### config.mk
export PLATFORM = sky130hd
export DESIGN_NAME = drawing_control_flat
export DESIGN_NICKNAME = d
export VERILOG_FILES = /design/src/rtl/drawing_pkg.sv /design/src/rtl/drawing_control_if.sv /design/src/rtl/cursor_position.sv /design/src/rtl/drawing_control.sv /design/src/flat_wrapper.sv
export SDC_FILE = /design/constraint.sdc
export NUM_CORES = 1
export LEC_CHECK = 0
export CORE_ASPECT_RATIO = 1.5
export CORE_MARGIN = 1
export CORE_UTILIZATION = 35
export CTS_BUF_LIST = sky130_fd_sc_hd__clkbuf_8 sky130_fd_sc_hd__clkbuf_16
export CTS_CLUSTER_DIAMETER = 30
export CTS_CLUSTER_SIZE = 12
export DETAILED_ROUTE_END_ITERATION = 6
export PLACE_DENSITY = 0.68
export SLEW_MARGIN = 20
export SYNTH_ARGS = -nofsm -noshare
export SYNTH_HDL_FRONTEND = slang
export SYNTH_SLANG_ARGS = --single-unit
### constraint.sdc
create_clock -name iClk -period 5.8 [get_ports iClk]
set_input_delay 1.16 -clock iClk [delete_from_list [all_inputs] [get_ports iClk]]
set_output_delay 1.16 -clock iClk [all_outputs]
set_load 0.005 [all_outputs]
### src/rtl/drawing_pkg.sv
// Shared definitions for the drawing controller and the drawing datapath.
// Contents: FSM state codes, default screen and cell geometry, reserved colours, colour stepping.
// No ports; imported with import drawing_pkg::*.
package drawing_pkg;

  localparam int SCREEN_WIDTH_DEF   = 640;
  localparam int SCREEN_HEIGHT_DEF  = 480;
  localparam int CELL_DIMENSION_DEF = 5;

  localparam logic [2:0] WHITE  = 3'b111;
  localparam logic [2:0] BORDER = 3'b110;
  localparam logic [2:0] GRID   = 3'b000;

  // Encoding is shared with the datapath; do not renumber.
  typedef enum logic [2:0] {
    ST_IDLE  = 3'd0,
    ST_MOVE  = 3'd1,
    ST_WAIT  = 3'd2,
    ST_CLEAN = 3'd3,
    ST_DRAW  = 3'd4,
    ST_ERASE = 3'd5,
    ST_CLEAR = 3'd6
  } state_t;

  // Pen colour walks 001..111 and wraps to 001, so the grid colour (000) is never produced.
  function automatic logic [2:0] next_colour(input logic [2:0] c);
    return (c == WHITE) ? 3'b001 : c + 3'd1;
  endfunction

endpackage

### src/rtl/drawing_control_if.sv
// Bundle between the drawing controller and its user/datapath.
// Inputs: step pulses, command pulses, colour pulse, iDone/iMove from the datapath.
// Outputs: cursor cell, state code, pen colour, busy flag.
interface drawing_control_if #(
  parameter int UPPER_BITS = 7
);
  logic                  iUp;
  logic                  iDown;
  logic                  iLeft;
  logic                  iRight;
  logic                  iDraw;
  logic                  iErase;
  logic                  iClear;
  logic                  iColourCycle;
  logic                  iDone;
  logic                  iMove;
  logic [UPPER_BITS-1:0] oX_cell;
  logic [UPPER_BITS-1:0] oY_cell;
  logic [2:0]            oState;
  logic [2:0]            oColour;
  logic                  oBusy;

  // master: stimulus / datapath side
  modport master (
    output iUp, iDown, iLeft, iRight, iDraw, iErase, iClear, iColourCycle, iDone, iMove,
    input  oX_cell, oY_cell, oState, oColour, oBusy
  );

  // slave: the controller
  modport slave (
    input  iUp, iDown, iLeft, iRight, iDraw, iErase, iClear, iColourCycle, iDone, iMove,
    output oX_cell, oY_cell, oState, oColour, oBusy
  );
endinterface

### src/rtl/cursor_position.sv
// Cursor cell registers with clamped single-cell steps and a one-deep pending step register.
// Ports: iClk/iResetn, four step pulses, step_en (apply now), x_cell/y_cell outputs.
// Pulses arriving while step_en=0 are OR-merged into pending and applied on the next step_en cycle.
module cursor_position
  import drawing_pkg::*;
#(
  parameter int GRID_W     = 128,
  parameter int GRID_H     = 96,
  parameter int UPPER_BITS = 7
) (
  input  logic                  iClk,
  input  logic                  iResetn,
  input  logic                  iUp,
  input  logic                  iDown,
  input  logic                  iLeft,
  input  logic                  iRight,
  input  logic                  step_en,
  output logic [UPPER_BITS-1:0] x_cell,
  output logic [UPPER_BITS-1:0] y_cell
);

  localparam logic [UPPER_BITS-1:0] X_MAX = UPPER_BITS'(GRID_W - 1);
  localparam logic [UPPER_BITS-1:0] Y_MAX = UPPER_BITS'(GRID_H - 1);

  // Bit order {up, down, left, right}
  logic [3:0]            pending;
  logic [3:0]            eff;
  logic [UPPER_BITS-1:0] x_step;
  logic [UPPER_BITS-1:0] y_step;

  // Current pulses are folded in so a step applied this cycle is never lost.
  assign eff = pending | {iUp, iDown, iLeft, iRight};

  // Opposing directions cancel; a step off the grid edge leaves the coordinate unchanged.
  always_comb begin
    x_step = x_cell;
    y_step = y_cell;
    if (eff[1] && !eff[0] && (x_cell != '0)) begin
      x_step = x_cell - 1'b1;
    end else if (eff[0] && !eff[1] && (x_cell != X_MAX)) begin
      x_step = x_cell + 1'b1;
    end
    if (eff[3] && !eff[2] && (y_cell != '0)) begin
      y_step = y_cell - 1'b1;
    end else if (eff[2] && !eff[3] && (y_cell != Y_MAX)) begin
      y_step = y_cell + 1'b1;
    end
  end

  always_ff @(posedge iClk or negedge iResetn) begin
    if (!iResetn) begin
      x_cell  <= '0;
      y_cell  <= '0;
      pending <= '0;
    end else if (step_en) begin
      x_cell  <= x_step;
      y_cell  <= y_step;
      pending <= '0;
    end else begin
      pending <= eff;
    end
  end

endmodule

### src/rtl/drawing_control.sv
// Drawing controller: sequences the datapath through move/clean/draw/erase/clear and owns the pen colour.
// Ports: iClk, iResetn, bus (slave side of drawing_control_if).
// Commands are only accepted in IDLE; cursor steps outside IDLE are deferred, never dropped.
module drawing_control
  import drawing_pkg::*;
#(
  parameter int SCREEN_WIDTH   = SCREEN_WIDTH_DEF,
  parameter int SCREEN_HEIGHT  = SCREEN_HEIGHT_DEF,
  parameter int CELL_DIMENSION = CELL_DIMENSION_DEF,
  parameter int UPPER_BITS     = $clog2(((SCREEN_WIDTH / CELL_DIMENSION) > (SCREEN_HEIGHT / CELL_DIMENSION)) ?
                                        (SCREEN_WIDTH / CELL_DIMENSION) : (SCREEN_HEIGHT / CELL_DIMENSION))
) (
  input logic              iClk,
  input logic              iResetn,
  drawing_control_if.slave bus
);

  localparam int GRID_W = SCREEN_WIDTH / CELL_DIMENSION;
  localparam int GRID_H = SCREEN_HEIGHT / CELL_DIMENSION;

  state_t     state;
  state_t     state_n;
  logic       step_apply;
  logic [2:0] colour;

  always_ff @(posedge iClk or negedge iResetn) begin
    if (!iResetn) begin
      state <= ST_IDLE;
    end else begin
      state <= state_n;
    end
  end

  // Steps are applied only in an IDLE cycle with nothing else happening, which keeps the
  // cell frozen through MOVE/WAIT/CLEAN and through any command just accepted.
  always_comb begin
    state_n    = state;
    step_apply = 1'b0;
    case (state)
      ST_IDLE: begin
        if (bus.iMove) begin
          state_n = ST_MOVE;
        end else if (bus.iClear) begin
          state_n = ST_CLEAR;
        end else if (bus.iErase) begin
          state_n = ST_ERASE;
        end else if (bus.iDraw) begin
          state_n = ST_DRAW;
        end else begin
          step_apply = 1'b1;
        end
      end
      ST_MOVE:  if (bus.iDone) state_n = ST_WAIT;
      ST_WAIT:  state_n = ST_CLEAN;
      ST_CLEAN,
      ST_DRAW,
      ST_ERASE,
      ST_CLEAR: if (bus.iDone) state_n = ST_IDLE;
      default:  state_n = ST_IDLE;
    endcase
  end

  always_ff @(posedge iClk or negedge iResetn) begin
    if (!iResetn) begin
      colour <= WHITE;
    end else if (bus.iColourCycle) begin
      colour <= next_colour(colour);
    end
  end

  cursor_position #(
    .GRID_W     (GRID_W),
    .GRID_H     (GRID_H),
    .UPPER_BITS (UPPER_BITS)
  ) u_cursor (
    .iClk    (iClk),
    .iResetn (iResetn),
    .iUp     (bus.iUp),
    .iDown   (bus.iDown),
    .iLeft   (bus.iLeft),
    .iRight  (bus.iRight),
    .step_en (step_apply),
    .x_cell  (bus.oX_cell),
    .y_cell  (bus.oY_cell)
  );

  assign bus.oState  = state;
  assign bus.oColour = colour;
  assign bus.oBusy   = (state != ST_IDLE);

endmodule
### src/flat_wrapper.sv
// flat-port wrapper written by rule: the top's interface ports become plain ports
module drawing_control_flat import drawing_pkg::*;
#(
  parameter int SCREEN_WIDTH   = SCREEN_WIDTH_DEF,
  parameter int SCREEN_HEIGHT  = SCREEN_HEIGHT_DEF,
  parameter int CELL_DIMENSION = CELL_DIMENSION_DEF,
  parameter int UPPER_BITS     = $clog2(((SCREEN_WIDTH / CELL_DIMENSION) > (SCREEN_HEIGHT / CELL_DIMENSION)) ?
                                        (SCREEN_WIDTH / CELL_DIMENSION) : (SCREEN_HEIGHT / CELL_DIMENSION))
)
  (iClk, iResetn, bus_iUp, bus_iDown, bus_iLeft, bus_iRight, bus_iDraw, bus_iErase, bus_iClear, bus_iColourCycle, bus_iDone, bus_iMove, bus_oX_cell, bus_oY_cell, bus_oState, bus_oColour, bus_oBusy);
  drawing_control_if #(.UPPER_BITS(UPPER_BITS)) bus_i ();
  input logic iClk;
  input logic iResetn;
  input wire logic [$bits(bus_i.iUp)-1:0] bus_iUp;
  input wire logic [$bits(bus_i.iDown)-1:0] bus_iDown;
  input wire logic [$bits(bus_i.iLeft)-1:0] bus_iLeft;
  input wire logic [$bits(bus_i.iRight)-1:0] bus_iRight;
  input wire logic [$bits(bus_i.iDraw)-1:0] bus_iDraw;
  input wire logic [$bits(bus_i.iErase)-1:0] bus_iErase;
  input wire logic [$bits(bus_i.iClear)-1:0] bus_iClear;
  input wire logic [$bits(bus_i.iColourCycle)-1:0] bus_iColourCycle;
  input wire logic [$bits(bus_i.iDone)-1:0] bus_iDone;
  input wire logic [$bits(bus_i.iMove)-1:0] bus_iMove;
  output wire logic [$bits(bus_i.oX_cell)-1:0] bus_oX_cell;
  output wire logic [$bits(bus_i.oY_cell)-1:0] bus_oY_cell;
  output wire logic [$bits(bus_i.oState)-1:0] bus_oState;
  output wire logic [$bits(bus_i.oColour)-1:0] bus_oColour;
  output wire logic [$bits(bus_i.oBusy)-1:0] bus_oBusy;
  assign bus_i.iUp = bus_iUp;
  assign bus_i.iDown = bus_iDown;
  assign bus_i.iLeft = bus_iLeft;
  assign bus_i.iRight = bus_iRight;
  assign bus_i.iDraw = bus_iDraw;
  assign bus_i.iErase = bus_iErase;
  assign bus_i.iClear = bus_iClear;
  assign bus_i.iColourCycle = bus_iColourCycle;
  assign bus_i.iDone = bus_iDone;
  assign bus_i.iMove = bus_iMove;
  assign bus_oX_cell = bus_i.oX_cell;
  assign bus_oY_cell = bus_i.oY_cell;
  assign bus_oState = bus_i.oState;
  assign bus_oColour = bus_i.oColour;
  assign bus_oBusy = bus_i.oBusy;
  drawing_control #(.SCREEN_WIDTH(SCREEN_WIDTH), .SCREEN_HEIGHT(SCREEN_HEIGHT), .CELL_DIMENSION(CELL_DIMENSION), .UPPER_BITS(UPPER_BITS)) u_core (.iClk(iClk), .iResetn(iResetn), .bus(bus_i));
endmodule
After elaboration in Yosys (flattened, before gate mapping) --
Cells that the tools add are included.
Storage, ports and cells: register bits 24, bits in latches 0, bits in writable memories 0, bits in read-only memories 0, output and inout bits 21, word-level logic and storage cells 63, memories kept 0
Cells by class: $add $sub $neg 5, multiply operators 0, div/mod/pow operators 0, order comparisons 0, equality and inequality tests 12, shift operators 0, mux-type cells 18, bitwise operators 1, reduce and logical (&&, ||, !) cells 22
Operators by type and width (count):
- $mux W7 | 4
- $mux W3 | 7
- $add A7 B1 Y7 const B | 2
- $ne A7 B7 Y1 const B | 2
- $reduce_bool A7 Y1 | 2
- $sub A7 B1 Y7 const B | 2
- $eq A3 B3 Y1 const B | 4
- $pmux W3 S4 | 1
- $logic_and A1 B1 Y1 | 8
- $eq A3 B2 Y1 const B | 2
- $mux W1 | 5
- $ne A5 B5 Y1 const B | 1
- $logic_not A1 Y1 | 4
- $mux W4 | 1
- $ne A2 B2 Y1 const B | 2
- $or A4 B4 Y4 | 1
- $reduce_and A2 Y1 | 2
- $reduce_bool A2 Y1 | 2
- $reduce_or A4 Y1 | 1
- $add A3 B1 Y3 const B | 1
- $eq A3 B1 Y1 const B | 1
- $logic_not A3 Y1 | 1
- $reduce_and A3 Y1 | 1
- $reduce_bool A3 Y1 | 1

Longest topological paths before layout --
word-level depth 6, gate-level depth with buffers 9

Hierarchy --
Synthesis repeated with hierarchy kept, for this count alone.
Unflattened totals: cell total of the unflattened synthesis 163, area total of the unflattened synthesis 1535.2 µm²
Modules (own cells, without submodules):
- cursor_position | times used 1, cells each 129, area each 1196.1 µm²
- drawing_control | times used 1, cells each 34, area each 339.1 µm²

Worst setup path before layout --
Ideal clock, no wire load.
kind input to register, start point input port bus_iDown, end point register u_core.u_cursor.y_cell[6], data arrival time 3.057 ns, data required time 5.720 ns, setup slack 2.663 ns, cell stages on the path 9, path through or2_2 a211o_1 inv_1 ha_1 nor2b_1 o31a_1 o22ai_1 mux2i_1 xnor2_1
On the way: word-level cells in the longest chain between the ends 6, elaborated cells on any way between the ends 9, those cells by class 1 x mux; 1 x bitwise; 7 x reduce/logical
RTL lines:
- from (decl) | RTL line flat_wrapper.sv:15 | input wire logic [$bits(bus_i.iDown)-1:0] bus_iDown;
- $or A4 B4 Y4 * | RTL line cursor_position.sv:32 | assign eff = pending | {iUp, iDown, iLeft, iRight};
- $logic_not A1 Y1 | RTL line cursor_position.sv:43 | if (eff[3] && !eff[2] && (y_cell != '0)) begin
- $logic_and A1 B1 Y1 (2 in a row) | RTL line cursor_position.sv:43
- $reduce_bool A2 Y1 (no source line)
- $reduce_and A2 Y1 (no source line)
- to (signal assigned) | RTL line cursor_position.sv:57 | y_cell <= y_step;
- to (decl) | RTL line cursor_position.sv:19 | output logic [UPPER_BITS-1:0] y_cell
Every way passes the cells marked *; elsewhere a longest branch is shown, timed or not. A chain may end at the register's enable or synchronous reset.

Final worst setup path --
Same ends and word-level chain as after synthesis.

==> run summary <==
STA classifies the critical path endpoint as a flip-flop. The final non-filler cell total came out at 233. The tightest min-delay check is of the flip-flop to flip-flop type. The delay of the slowest cell on the worst path came out at 0.40 ns. The detail-routed net length per standard cell came out at 12.54 µm. The number of buffers inserted by hold repair at cts is 0.

Traced cell by cell, the critical path runs through clkdlybuf4s50_1 > or2_2 > a211o_1 > inv_1 > ha_1 > nor2b_1 > o31a_1 > o22ai_1 > mux2i_1 > xnor2_1. In the global route stage, overall resource usage came out at 0.1357. The chip height is 83.38 µm.

The async set or reset register ratio after synthesis is 1.000. The sequential cell area is 604.3 µm². The most used flip-flop cell after synthesis is sky130_fd_sc_hd__dfrtp_1. The peak supply drop came out at 131.9 µV. The run finished with clean final reports. The pin count of the biggest net entering global routing is 25. The mapped cell area is 1545 µm².

The post-synth net total came out at 179. The global-route wire length before repair came out at 5147 µm. Summing over every cut layer, the via total after detailed routing is 1211. For this configuration, the core starts out at a cell density of 0.3640. The first-pass iteration count of the detailed router is 4. The number of nets with antenna violations after routing is 0. The die covers 4690 µm². The fill cell total of the finished layout is 409. The post-synthesis average cell area is 10.10 µm². The number of sinks on the clock net is 24. The initial antenna violation count came out at 0.

Subtracting the final worst setup slack from the clock period gives 3.482 ns. Of the post-synthesis cell area, the dominant cell type holds 0.3401. After detailed placement, the total cell area comes to 1904 µm². STA classifies the critical path startpoint as an input port. The number of global-route vias before repair is 1198. The port buffer count is 32. Data arrives at the worst endpoint at 3.68 ns. The clock input transition at the sequential cells of the worst setup and hold paths came out at 0.08 ns.

The hold violation count in the final report came to 0. The clock tree root buffer cell is sky130_fd_sc_hd__clkbuf_8. Of all cell types, the one taking the most synthesized area is sky130_fd_sc_hd__dfrtp_1. The number of flip-flops and latches in the synthesized netlist is 24. Max-cap violations in this run came to 0.

In this run the horizontal extent of the chip is 56.25 µm. The floorplan row count is 29. The longest clock path from root to sink contains 2 buffers.

The worst path required time is 5.99 ns. Along the worst path, the maximum fanout reaches 5. The final-stage net count came out at 214. The count of routing violations after the opening detailed-route iteration came out at 20. After routing, the total negative slack on setup checks comes to 0 ns.

The area of the core region is 4245 µm². The share of final-layout standard cells stronger than drive strength 1 is 0.1230. Detailed placement ended at an HPWL of 2344 µm. From synthesis to final layout, the design area changed by 26.48%. The CTS buffer count came out at 3. Counting distinct cell types in the post-synthesis netlist gives 38. The final global-route overflow total is 0. In this run the tightest slew margin relative to its limit is 0.6409.

The sequential share of the synthesized area is 0.3911. Synthesis produced 153 cells. The deepest level of the CTS H-tree is 1.

The share of the clock period used by the worst path after layout came out at 0.6003. The area occupied by multi-input gates is 888.4 µm². The number of placed I/O pins is 33. The final non-filler cell area is 1954 µm². Setup repair after global routing left no endpoint under its margin.

The via density per instance is 5.197. The overall power after layout came out at 494.8 µW. Across the routed clock network, the largest skew measured is 0.003484 ns. In this run, post-CTS repair resized a total of 0 instances.

Routability-driven placement finished with a final weighted congestion of 0.8000. The pin slew with the least headroom to its limit is 0.5387 ns. Based on the critical path, the design can be clocked at up to 287.2 MHz. On the critical path, the stage with the largest delay is an instance of sky130_fd_sc_hd__clkdlybuf4s50_1.

The final layout contains routed wiring with a total length of 2922 µm. The diode insertion count for antenna repair is 0. The total of warnings raised by yosys came out at 0. The number of buffers inserted by post-CTS setup repair is 0. The latest clock arrival within the worst-skew pair is 0.26 ns. For this design the static power due to leakage is 0.0008442 µW. In this run, synthesis inferred 0 flip-flops with an integrated enable. The number of max-slew violations in the final report came to 0. Counting tap cells, the placed design contains a total of 229 instances. The critical path is of the input port to flip-flop type. The total of endpoints with negative setup slack in the final report is 0. The power density of the placed cells came out at 253.2 nW/µm².

TritonCTS built the clock tree. For this run, design rule violations remaining after detail routing come to 0. By area the synthesized netlist is led by sky130_fd_sc_hd__dfrtp_1 (34%), sky130_fd_sc_hd__ha_1 (9.7%), sky130_fd_sc_hd__mux2_2 (6.6%).
-- cells by family after synthesis --
kind of cell	after synthesis	share of synthesized area
xor gates and xnor gates	11	0.06235
adders and majority gates	15	0.1296
DFF	24	0.3911
AOI/OAI and AO/OA	32	0.1466
buffers and inverters	11	0.03401
and+or+nand+nor	49	0.1579
muxes	11	0.07854
-- worst max-delay path: cells and delay by family --
kind	cells	cell delay [ns]
AO/OA/AOI/OAI	3	0.77
AND/OR/NAND/NOR	2	0.47
XOR/XNOR	1	0.13
multiplexers	1	0.25
adder cells (fa/ha/maj)	1	0.30
buffers and inverters	2	0.59
-- layer usage --
metal	part of all wire	track usage
met1	0.43	0.1567
met2	0.52	0.2381
met3	0.019	0.01713
met4	0.023	0.07317
met5	0	0
-- cell usage in the layout (no fill, tap or decap) --
cell type,Yosys,layout
sky130_fd_sc_hd__nand2_1,7,7
sky130_fd_sc_hd__or3_1,5,5
sky130_fd_sc_hd__o211ai_1,4,4
sky130_fd_sc_hd__nand4b_1,1,1
sky130_fd_sc_hd__clkbuf_8,0,4
sky130_fd_sc_hd__ha_1,12,12
sky130_fd_sc_hd__xnor2_1,10,10
sky130_fd_sc_hd__nand4_1,1,1
sky130_fd_sc_hd__o21ai_0,3,3
sky130_fd_sc_hd__o22ai_1,2,2
sky130_fd_sc_hd__mux2_2,9,9
sky130_fd_sc_hd__and2_1,1,1
sky130_fd_sc_hd__a21o_1,1,1
sky130_fd_sc_hd__buf_2,0,1
sky130_fd_sc_hd__nand3_1,2,2
sky130_fd_sc_hd__a211oi_1,2,2
sky130_fd_sc_hd__a21oi_1,11,11
sky130_fd_sc_hd__fa_1,2,2
sky130_fd_sc_hd__nor2b_1,4,4
sky130_fd_sc_hd__mux2i_1,2,2
sky130_fd_sc_hd__clkdlybuf4s50_1,0,31
sky130_fd_sc_hd__inv_1,9,9
sky130_fd_sc_hd__xor2_1,1,1
sky130_fd_sc_hd__or2_2,3,3
sky130_fd_sc_hd__a32oi_1,1,1
sky130_fd_sc_hd__a211o_1,2,2
sky130_fd_sc_hd__maj3_1,1,1
sky130_fd_sc_hd__o2bb2ai_1,1,1
sky130_fd_sc_hd__nor3_1,4,4
sky130_fd_sc_hd__and2_2,1,1
sky130_fd_sc_hd__nor4_1,2,2
sky130_fd_sc_hd__o21bai_1,1,1
sky130_fd_sc_hd__o31a_1,1,1
sky130_fd_sc_hd__o21a_1,1,1
sky130_fd_sc_hd__dfstp_2,3,3
sky130_fd_sc_hd__nor2_1,17,17
sky130_fd_sc_hd__nand3b_1,1,1
sky130_fd_sc_hd__dfrtp_1,21,21
sky130_fd_sc_hd__a21oi_4,2,2
-- metrics by stage --
stage	worst slack, ns	hold WS [ns]	utilization
final	2.318	0.5013	0.4604
after floorplan	2.663	0.4726	-
after global placement	2.038	0.4844	0.4486
after detailed placement	2.015	0.4943	0.4486
after CTS	2.310	0.5073	0.4615
after global routing	2.167	0.5443	0.4604
-- report_power, final --
group / leakage [µW] / internal, µW / total [µW] / switching, µW
clock network: 0.0000288 / 60.5 / 112 / 51.0
registers: 0.000294 / 201 / 236 / 35.4
logic: 0.000521 / 93.2 / 147 / 54.0
-- state kept, by name, summed over array words and instances, names as in the netlist --
| register | cells |
|---|---|
| u_core.bus.oColour | 3 |
| u_core.u_cursor.y_cell | 7 |
| u_core.bus.oState | 3 |
| u_core.u_cursor.pending | 4 |
| u_core.u_cursor.x_cell | 7 |
-- layout make-up --
type	instances	area share
clock buffers	4	0.02817
inverters	9	0.01729
multi-input cells	118	0.4545
flip-flops and latches	24	0.3092
well taps	46	0.02945
repair buffers	32	0.1613
-- synthesized netlist by cell type (2+ instances only) --
master	instances
sky130_fd_sc_hd__o22ai_1	2
sky130_fd_sc_hd__a211oi_1	2
sky130_fd_sc_hd__nor4_1	2
sky130_fd_sc_hd__dfrtp_1	21
sky130_fd_sc_hd__ha_1	12
sky130_fd_sc_hd__a211o_1	2
sky130_fd_sc_hd__nor3_1	4
sky130_fd_sc_hd__mux2_2	9
sky130_fd_sc_hd__a21oi_1	11
sky130_fd_sc_hd__inv_1	9
sky130_fd_sc_hd__nor2b_1	4
sky130_fd_sc_hd__or2_2	3
sky130_fd_sc_hd__o211ai_1	4
sky130_fd_sc_hd__a21oi_4	2
sky130_fd_sc_hd__xnor2_1	10
sky130_fd_sc_hd__fa_1	2
sky130_fd_sc_hd__nor2_1	17
sky130_fd_sc_hd__nand3_1	2
sky130_fd_sc_hd__or3_1	5
sky130_fd_sc_hd__dfstp_2	3
sky130_fd_sc_hd__mux2i_1	2
sky130_fd_sc_hd__nand2_1	7
sky130_fd_sc_hd__o21ai_0	3
-- path summary, 6_finish.rpt --
path	cells past startpoint	startpoint	slack, ns	to
max in group asynchronous	1	iResetn	4.56	u_core.bus.oColour[0]$_DFFE_PN1P_
worst min register to register	2	u_core.bus.oColour[1]$_DFFE_PN1P_	0.50	u_core.bus.oColour[1]$_DFFE_PN1P_
worst max register to register	9	u_core.u_cursor.y_cell[2]$_DFFE_PN0P_	3.21	u_core.u_cursor.y_cell[6]$_DFFE_PN0P_
worst max-delay path	10	bus_iDown	2.32	u_core.u_cursor.y_cell[6]$_DFFE_PN0P_
worst min-delay path	2	u_core.bus.oColour[1]$_DFFE_PN1P_	0.50	u_core.bus.oColour[1]$_DFFE_PN1P_
min in group asynchronous	1	iResetn	0.87	u_core.u_cursor.y_cell[2]$_DFFE_PN0P_
Note: power is estimated with default switching activity, not from simulation.
